### config.mk
export PLATFORM = sky130hd
export DESIGN_NAME = mmf_stream_sequencer
export DESIGN_NICKNAME = d
export VERILOG_FILES = /design/src/rtl/mmf_pkg.sv /design/src/rtl/mmf_weight_regfile.sv /design/src/rtl/mmf_stream_sequencer.sv
export SDC_FILE = /design/constraint.sdc
export NUM_CORES = 1
export LEC_CHECK = 0
export CAP_MARGIN = 30
export CORE_UTILIZATION = 50
export CTS_CLUSTER_DIAMETER = 100
export DETAILED_ROUTE_END_ITERATION = 7
export PLACE_DENSITY = 0.76
export SLEW_MARGIN = 20
export SYNTH_ARGS = -nofsm -noshare
export SYNTH_HDL_FRONTEND = slang
export SYNTH_SLANG_ARGS = --single-unit
### constraint.sdc
create_clock -name clk -period 2.55 [get_ports clk]
set_input_delay 0.255 -clock clk [delete_from_list [all_inputs] [get_ports clk]]
set_output_delay 0.255 -clock clk [all_outputs]
set_load 0.03 [all_outputs]
### src/rtl/mmf_pkg.sv
// Shared definitions for the ternary MAC neuron and its stream sequencer:
// weight encodings, sequencer state encoding and a weight classification helper.
package mmf_pkg;

    localparam logic [1:0] W_ZERO = 2'b00;
    localparam logic [1:0] W_POS  = 2'b01;
    localparam logic [1:0] W_NEG  = 2'b10;
    localparam logic [1:0] W_RSVD = 2'b11;

    typedef enum logic [2:0] {
        IDLE,
        CLEAR,
        STREAM,
        LAST,
        DONE
    } seq_state_t;

    // True when the weight contributes to the sum (+1 or -1).
    function automatic logic w_is_active(input logic [1:0] w);
        return (w == W_POS) || (w == W_NEG);
    endfunction

endpackage

### src/rtl/mmf_weight_regfile.sv
// Ternary weight store: DEPTH x 2 b flops, async-reset to W_ZERO.
// Ports:
//   clk, rst_n   clock, async active-low reset
//   we           write strobe for one packed byte (4 entries)
//   waddr        first entry written; low two bits are always 0
//   wdata        entry waddr+0 in [1:0] ... entry waddr+3 in [7:6]
//   raddr        read index
//   rdata_c      combinational read data
module mmf_weight_regfile
    import mmf_pkg::*;
#(
    parameter int unsigned DEPTH = 64,
    localparam int unsigned AW   = $clog2(DEPTH)
) (
    input  logic          clk,
    input  logic          rst_n,
    input  logic          we,
    input  logic [AW-1:0] waddr,
    input  logic [7:0]    wdata,
    input  logic [AW-1:0] raddr,
    output logic [1:0]    rdata_c
);

    logic [1:0] mem_q [DEPTH];
    logic [1:0] mem_d [DEPTH];

    // Packed write: the four entries of a byte share the upper address bits.
    always_comb begin
        mem_d = mem_q;
        if (we) begin
            for (int i = 0; i < 4; i++) begin
                mem_d[{waddr[AW-1:2], 2'(i)}] = wdata[2*i +: 2];
            end
        end
    end

    always_ff @(posedge clk or negedge rst_n) begin
        if (!rst_n) begin
            for (int i = 0; i < int'(DEPTH); i++) begin
                mem_q[i] <= W_ZERO;
            end
        end else begin
            mem_q <= mem_d;
        end
    end

    assign rdata_c = mem_q[raddr];

endmodule

### src/rtl/mmf_stream_sequencer.sv
// Upstream feeder for the ternary MAC neuron: stores packed ternary weights and
// streams one dot product per start command, pairing each activation beat with
// its stored weight. All outputs are registered.
// Optional feature macro: SEQ_ZERO_SKIP_EN -- zero/reserved-weight beats are
// consumed but presented to the MAC as bubbles (mac_valid=0, mac_act=0).
// Ports:
//   clk, rst_n                 clock, async active-low reset
//   cfg_len, start, busy, done run control and status
//   wload_valid/data/ready     packed weight load stream (accepted in IDLE)
//   act_valid/data/ready       activation stream
//   mac_act/weight/valid/clear MAC drive pins
module mmf_stream_sequencer
    import mmf_pkg::*;
#(
    parameter int unsigned DEPTH = 64,
    parameter int unsigned LEN_W = $clog2(DEPTH) + 1
) (
    input  logic             clk,
    input  logic             rst_n,
    input  logic [LEN_W-1:0] cfg_len,
    input  logic             start,
    output logic             busy,
    output logic             done,
    input  logic             wload_valid,
    input  logic [7:0]       wload_data,
    output logic             wload_ready,
    input  logic             act_valid,
    input  logic [7:0]       act_data,
    output logic             act_ready,
    output logic [7:0]       mac_act,
    output logic [1:0]       mac_weight,
    output logic             mac_valid,
    output logic             mac_clear
);

    localparam int unsigned AW = $clog2(DEPTH);

    seq_state_t       state_q, state_d;
    logic [LEN_W-1:0] len_q, len_d;
    logic [AW-1:0]    rptr_q, rptr_d;
    logic [AW-1:0]    wptr_q, wptr_d;
    logic             busy_q, busy_d;
    logic             done_q, done_d;
    logic             wload_ready_q, wload_ready_d;
    logic             act_ready_q, act_ready_d;
    logic [7:0]       mac_act_q, mac_act_d;
    logic [1:0]       mac_weight_q, mac_weight_d;
    logic             mac_valid_q, mac_valid_d;
    logic             mac_clear_q, mac_clear_d;

    logic             wload_fire_c;
    logic             act_fire_c;
    logic             last_beat_c;
    logic [1:0]       weight_rd_c;
    logic [LEN_W-1:0] len_clamp_c;

    assign wload_fire_c = wload_valid && wload_ready_q;
    assign act_fire_c   = act_valid && act_ready_q;
    assign last_beat_c  = (LEN_W'(rptr_q) == (len_q - LEN_W'(1)));
    assign len_clamp_c  = (cfg_len > LEN_W'(DEPTH)) ? LEN_W'(DEPTH) : cfg_len;

    mmf_weight_regfile #(
        .DEPTH (DEPTH)
    ) u_regfile (
        .clk     (clk),
        .rst_n   (rst_n),
        .we      (wload_fire_c),
        .waddr   (wptr_q),
        .wdata   (wload_data),
        .raddr   (rptr_q),
        .rdata_c (weight_rd_c)
    );

    // Next state, counters and the values the output registers take next cycle.
    always_comb begin
        state_d      = state_q;
        len_d        = len_q;
        rptr_d       = rptr_q;
        wptr_d       = wptr_q;
        mac_act_d    = 8'h00;
        mac_weight_d = W_ZERO;
        mac_valid_d  = 1'b0;

        // wptr wraps modulo DEPTH, which need not be a power of two.
        if (wload_fire_c) begin
            wptr_d = (wptr_q == AW'(DEPTH - 4)) ? '0 : wptr_q + AW'(4);
        end

        case (state_q)
            IDLE: begin
                // A load beat in this cycle is still written at the old wptr.
                if (start) begin
                    len_d   = len_clamp_c;
                    rptr_d  = '0;
                    wptr_d  = '0;
                    state_d = CLEAR;
                end
            end
            CLEAR: begin
                state_d = (len_q != '0) ? STREAM : DONE;
            end
            STREAM: begin
                if (act_fire_c) begin
`ifdef SEQ_ZERO_SKIP_EN
                    if (w_is_active(weight_rd_c)) begin
                        mac_valid_d  = 1'b1;
                        mac_act_d    = act_data;
                        mac_weight_d = weight_rd_c;
                    end
`else
                    mac_valid_d  = 1'b1;
                    mac_act_d    = act_data;
                    mac_weight_d = weight_rd_c;
`endif
                    rptr_d = rptr_q + AW'(1);
                    if (last_beat_c) begin
                        state_d = LAST;
                    end
                end
            end
            LAST: begin
                state_d = DONE;
            end
            DONE: begin
                state_d = IDLE;
            end
            default: begin
                state_d = IDLE;
            end
        endcase

        busy_d        = (state_d != IDLE);
        done_d        = (state_d == DONE);
        wload_ready_d = (state_d == IDLE);
        act_ready_d   = (state_d == STREAM);
        mac_clear_d   = (state_d == CLEAR);
    end

    always_ff @(posedge clk or negedge rst_n) begin
        if (!rst_n) begin
            state_q       <= IDLE;
            len_q         <= '0;
            rptr_q        <= '0;
            wptr_q        <= '0;
            busy_q        <= 1'b0;
            done_q        <= 1'b0;
            wload_ready_q <= 1'b0;
            act_ready_q   <= 1'b0;
            mac_act_q     <= 8'h00;
            mac_weight_q  <= W_ZERO;
            mac_valid_q   <= 1'b0;
            mac_clear_q   <= 1'b0;
        end else begin
            state_q       <= state_d;
            len_q         <= len_d;
            rptr_q        <= rptr_d;
            wptr_q        <= wptr_d;
            busy_q        <= busy_d;
            done_q        <= done_d;
            wload_ready_q <= wload_ready_d;
            act_ready_q   <= act_ready_d;
            mac_act_q     <= mac_act_d;
            mac_weight_q  <= mac_weight_d;
            mac_valid_q   <= mac_valid_d;
            mac_clear_q   <= mac_clear_d;
        end
    end

    assign busy        = busy_q;
    assign done        = done_q;
    assign wload_ready = wload_ready_q;
    assign act_ready   = act_ready_q;
    assign mac_act     = mac_act_q;
    assign mac_weight  = mac_weight_q;
    assign mac_valid   = mac_valid_q;
    assign mac_clear   = mac_clear_q;

endmodule

==> reports/results.tsv <==
stage	metric	value	unit
status	status	complete, no violations	
cts	Num CTS Buffers	17	
synth	synthesized instance count	544	
drt	routed vias	4712	
global_routing	first-pass GRT wire length	27.5	mm
floorplan	Initial Util	51.5	%
worst_setup_path	reg-to-reg startpoint	len_q[2]	
place	DP HPWL	10.8	mm
drt	drt pass-1 iters	4	
layout	Design Area, Final	8800	um^2
cts	CTS resizes	0	
global_routing	Overall Global Routing Usage	23.2	%
synth	Ys Warns	0	
cts	H-tree levels	4	
drt	drt total wl	16.6	mm
floorplan	row count	44	
sta	worst relative slew slack	41.4	%
floorplan	die width	125	um
worst_setup_path	CP Capture Type	flop	
power_and_ir_drop	Logic pwr share	26.5	%
synth	top_reg_cell synth	dfrtp_1	
worst_setup_path	critical-path cell list	or3_1 -> or4_1 -> a2111oi_1 -> a31oi_1 -> and2_1	
floorplan	core box area	14600	um^2
synth	Post-synth EDFFs	0	
place	port bufs	43	
place	placed instance count	770	
power_and_ir_drop	pwr dens	890	nW/um^2
synth	Post-Syn Area	7510	um^2
worst_setup_path	crit path max fanout	8	
worst_setup_path	critical path's largest stage delay	0.49	ns
worst_setup_path	Crit Path Class	reg2reg	
flow_run	maxcap violations	0	
cts	clk_lat worst skew	0.42	ns
worst_setup_path	Worst R2R Path Depth	5	
drt	DRT iter0 DRCs	300	
worst_setup_path	Req. time, crit path	2.86	ns
power_and_ir_drop	Max VDD drop	0.000491	V
sta	final period utilization	89.6	%
drt	vias per cell	5.89	
sta	Tmin final	2.29	ns
floorplan	Die Height	125	um
layout	Register Area	4160	um^2
worst_setup_path	Startpoint Class	flop	
power_and_ir_drop	Seq pwr share	44.1	%
drt	DRT antenna net count	0	
floorplan	die area	15500	um^2
place	GPL Wtd Cong	0.914	
layout	fill count	1104	
synth	most frequent cells after synthesis	dfrtp_1, mux2_2, nor2_1	
synth	ys async rst share	100	%
sta	fmax	0.437	GHz
cts	clock slew at reported path FFs	0.06	ns
worst_setup_path	reg2reg end	act_ready	
worst_setup_path	slowest CP cell	or4_1	
sta	setup TNS	0	ns
cts	clk buf depth	2	
global_routing	GR Overflow Total	0	
global_routing	pin count of the biggest net entering global routing	81	
drt	DRC viols	0	
synth	Yosys reg bits	166	
cts	Clock Sinks	166	
synth	post-synthesis sequential area ratio	55.3	%
global_routing	initial antenna violation count	0	
hold_path	Hold Path Cell Cnt	2	
global_routing	vias in the first global route	5062	
floorplan	boundary pin count	44	
synth	Synth area leaders	dfrtp_1, mux2_2, mux4_2	
power_and_ir_drop	Switch Pwr	2350	uW
synth	Synth cell types	44	
hold_path	Hold EP	mac_act[5]	
layout	area delta synth->final	17.2	%
layout	# diodes	0	
cts	clk root buf	clkbuf_16	
place	Area after DPL	8270	um^2
layout	NumNets Final	641	
place	dpl ws	0.262	ns
synth	syn_area_per_cell	13.8	um^2
synth	area leader, netlist	dfrtp_1	
layout	Final Non-Filler Cells	800	
sta	max-slew violation count	0	
sta	final setup fails	0	
cts	CTS tree	yes	
layout	share of layout cells above drive strength 1	33.8	%
power_and_ir_drop	leakage	0.00402	uW
hold_path	hold path startpoint	act_data[5]	
hold_path	Tightest Hold Check Type	in2reg	
sta	RSZ-0062 raised after global routing	false	
sta	Least-Margin Pin Slew	0.876	ns
power_and_ir_drop	Clock power frac	29.4	%
sta	Fin. Hold Viols	0	
sta	PnR worst setup slack	0.264	ns
synth	Synth Net Count	579	
worst_setup_path	Reg2Reg Setup Slack	0.26	ns
power_and_ir_drop	cell internal pwr	5480	uW
synth	most common cell in the synthesized netlist	dfrtp_1	
sta	Setup Skew	0.00742	ns
layout	area of the multi-input gates	3210	um^2
worst_setup_path	arrival time worst endpoint	2.60	ns
synth	Synth top area share	55.3	%
power_and_ir_drop	Design Power	7840	uW
drt	Wirelength per Cell	20.7	um
power_and_ir_drop	Switching Fraction	30.0	%
cells in the final DEF (no fill, tap or decap), drive strengths merged, types with 4 or more instances in the layout:
cell type	n
nor2	31
mux2	130
a31oi	5
clkbuf	19
ha	7
mux4	22
buf	26
and2	12
nand3	9
a211oi	4
mux2i	20
nand2	21
xor2	8
nand4	6
nand2b	7
dfrtp	166
clkinv	6
inv	9
nor2b	4
xnor2	6
clkdlybuf4s50	42
a22oi	5
o21ai	11
registers in the layout, summed over array words and instances (netlist names):
register	cells
mac_valid	1
len_q	7
done	1
busy	1
mac_act	8
mac_clear	1
mac_weight	2
act_ready	1
rptr_q	6
wload_ready	1
state_q	3
u_regfile.mem_q	128
wptr_q	6
layer usage:
| layer | vias to the layer above | global-route usage, % | part of all wire [%] |
|---|---|---|---|
| met4 | 0 | 8.50 | 2.0 |
| met3 | 24 | 4.51 | 5.3 |
| met5 | - | 0 | 0 |
| li1 | 2099 | - | - |
| met2 | 140 | 37.9 | 49 |
| met1 | 2449 | 30.9 | 44 |
cell families after synthesis:
kind of cell,synth area share [%]
AOI/OAI and AO/OA,4.26
xor gates and xnor gates,1.63
adders and majority gates,1.17
buffers and inverters,1.95
DFF,55.3
muxes,28.8
and+or+nand+nor,6.93
power groups by stage:
stage          registers [uW]  clock network [uW]  logic, uW
2_1_floorplan            3480                   0       1400
3_3_place_gp             3450                   0       2000
3_5_place_dp             3490                   0       2080
4_1_cts                  3450                2350       2100
5_1_grt                  3520                2460       2260
6_report                 3460                2300       2080
layout make-up:
| class | count | area share (%) |
|---|---|---|
| well taps | 184 | 2.62 |
| clock inverters | 10 | 0.981 |
| clock buffers | 19 | 4.92 |
| inverters | 9 | 0.384 |
| flip-flops and latches | 166 | 47.2 |
| repair buffers | 69 | 7.43 |
| multi-input cells | 343 | 36.5 |
critical path, delay by kind of cell (launching register included):
kind / cells / cell delay, ns
and+or+nand+nor: 3 / 1.09
AOI/OAI and AO/OA: 2 / 0.65
DFF: 1 / 0.43
through the flow:
step / hold WS (ns) / utilization (%)
6_report: 0.400 / 60.3
5_1_grt: 0.388 / 60.3
4_1_cts: 0.386 / 60.3
3_5_place_dp: 0.334 / 56.7
3_3_place_gp: 0.329 / 56.7
2_1_floorplan: -0.0406 / -
timing repair:
action | 4_1_cts | 5_1_grt
hold buffers | 1 | 0
buffers inserted | 0 | 0
hold endpoints to repair | 78 | 0
worst max path at each step:
stage	from	to	slack (ns)	depth (start not counted)
2_1_floorplan	len_q[2]	act_ready	0.46	5
3_5_place_dp	len_q[2]	act_ready	0.26	5
3_3_place_gp	len_q[2]	act_ready	0.33	5
5_1_grt	len_q[2]	act_ready	0.11	5
6_report	len_q[2]	act_ready	0.26	5
4_1_cts	len_q[2]	act_ready	0.25	5
No activity file was read; power rests on OpenSTA's default activity.
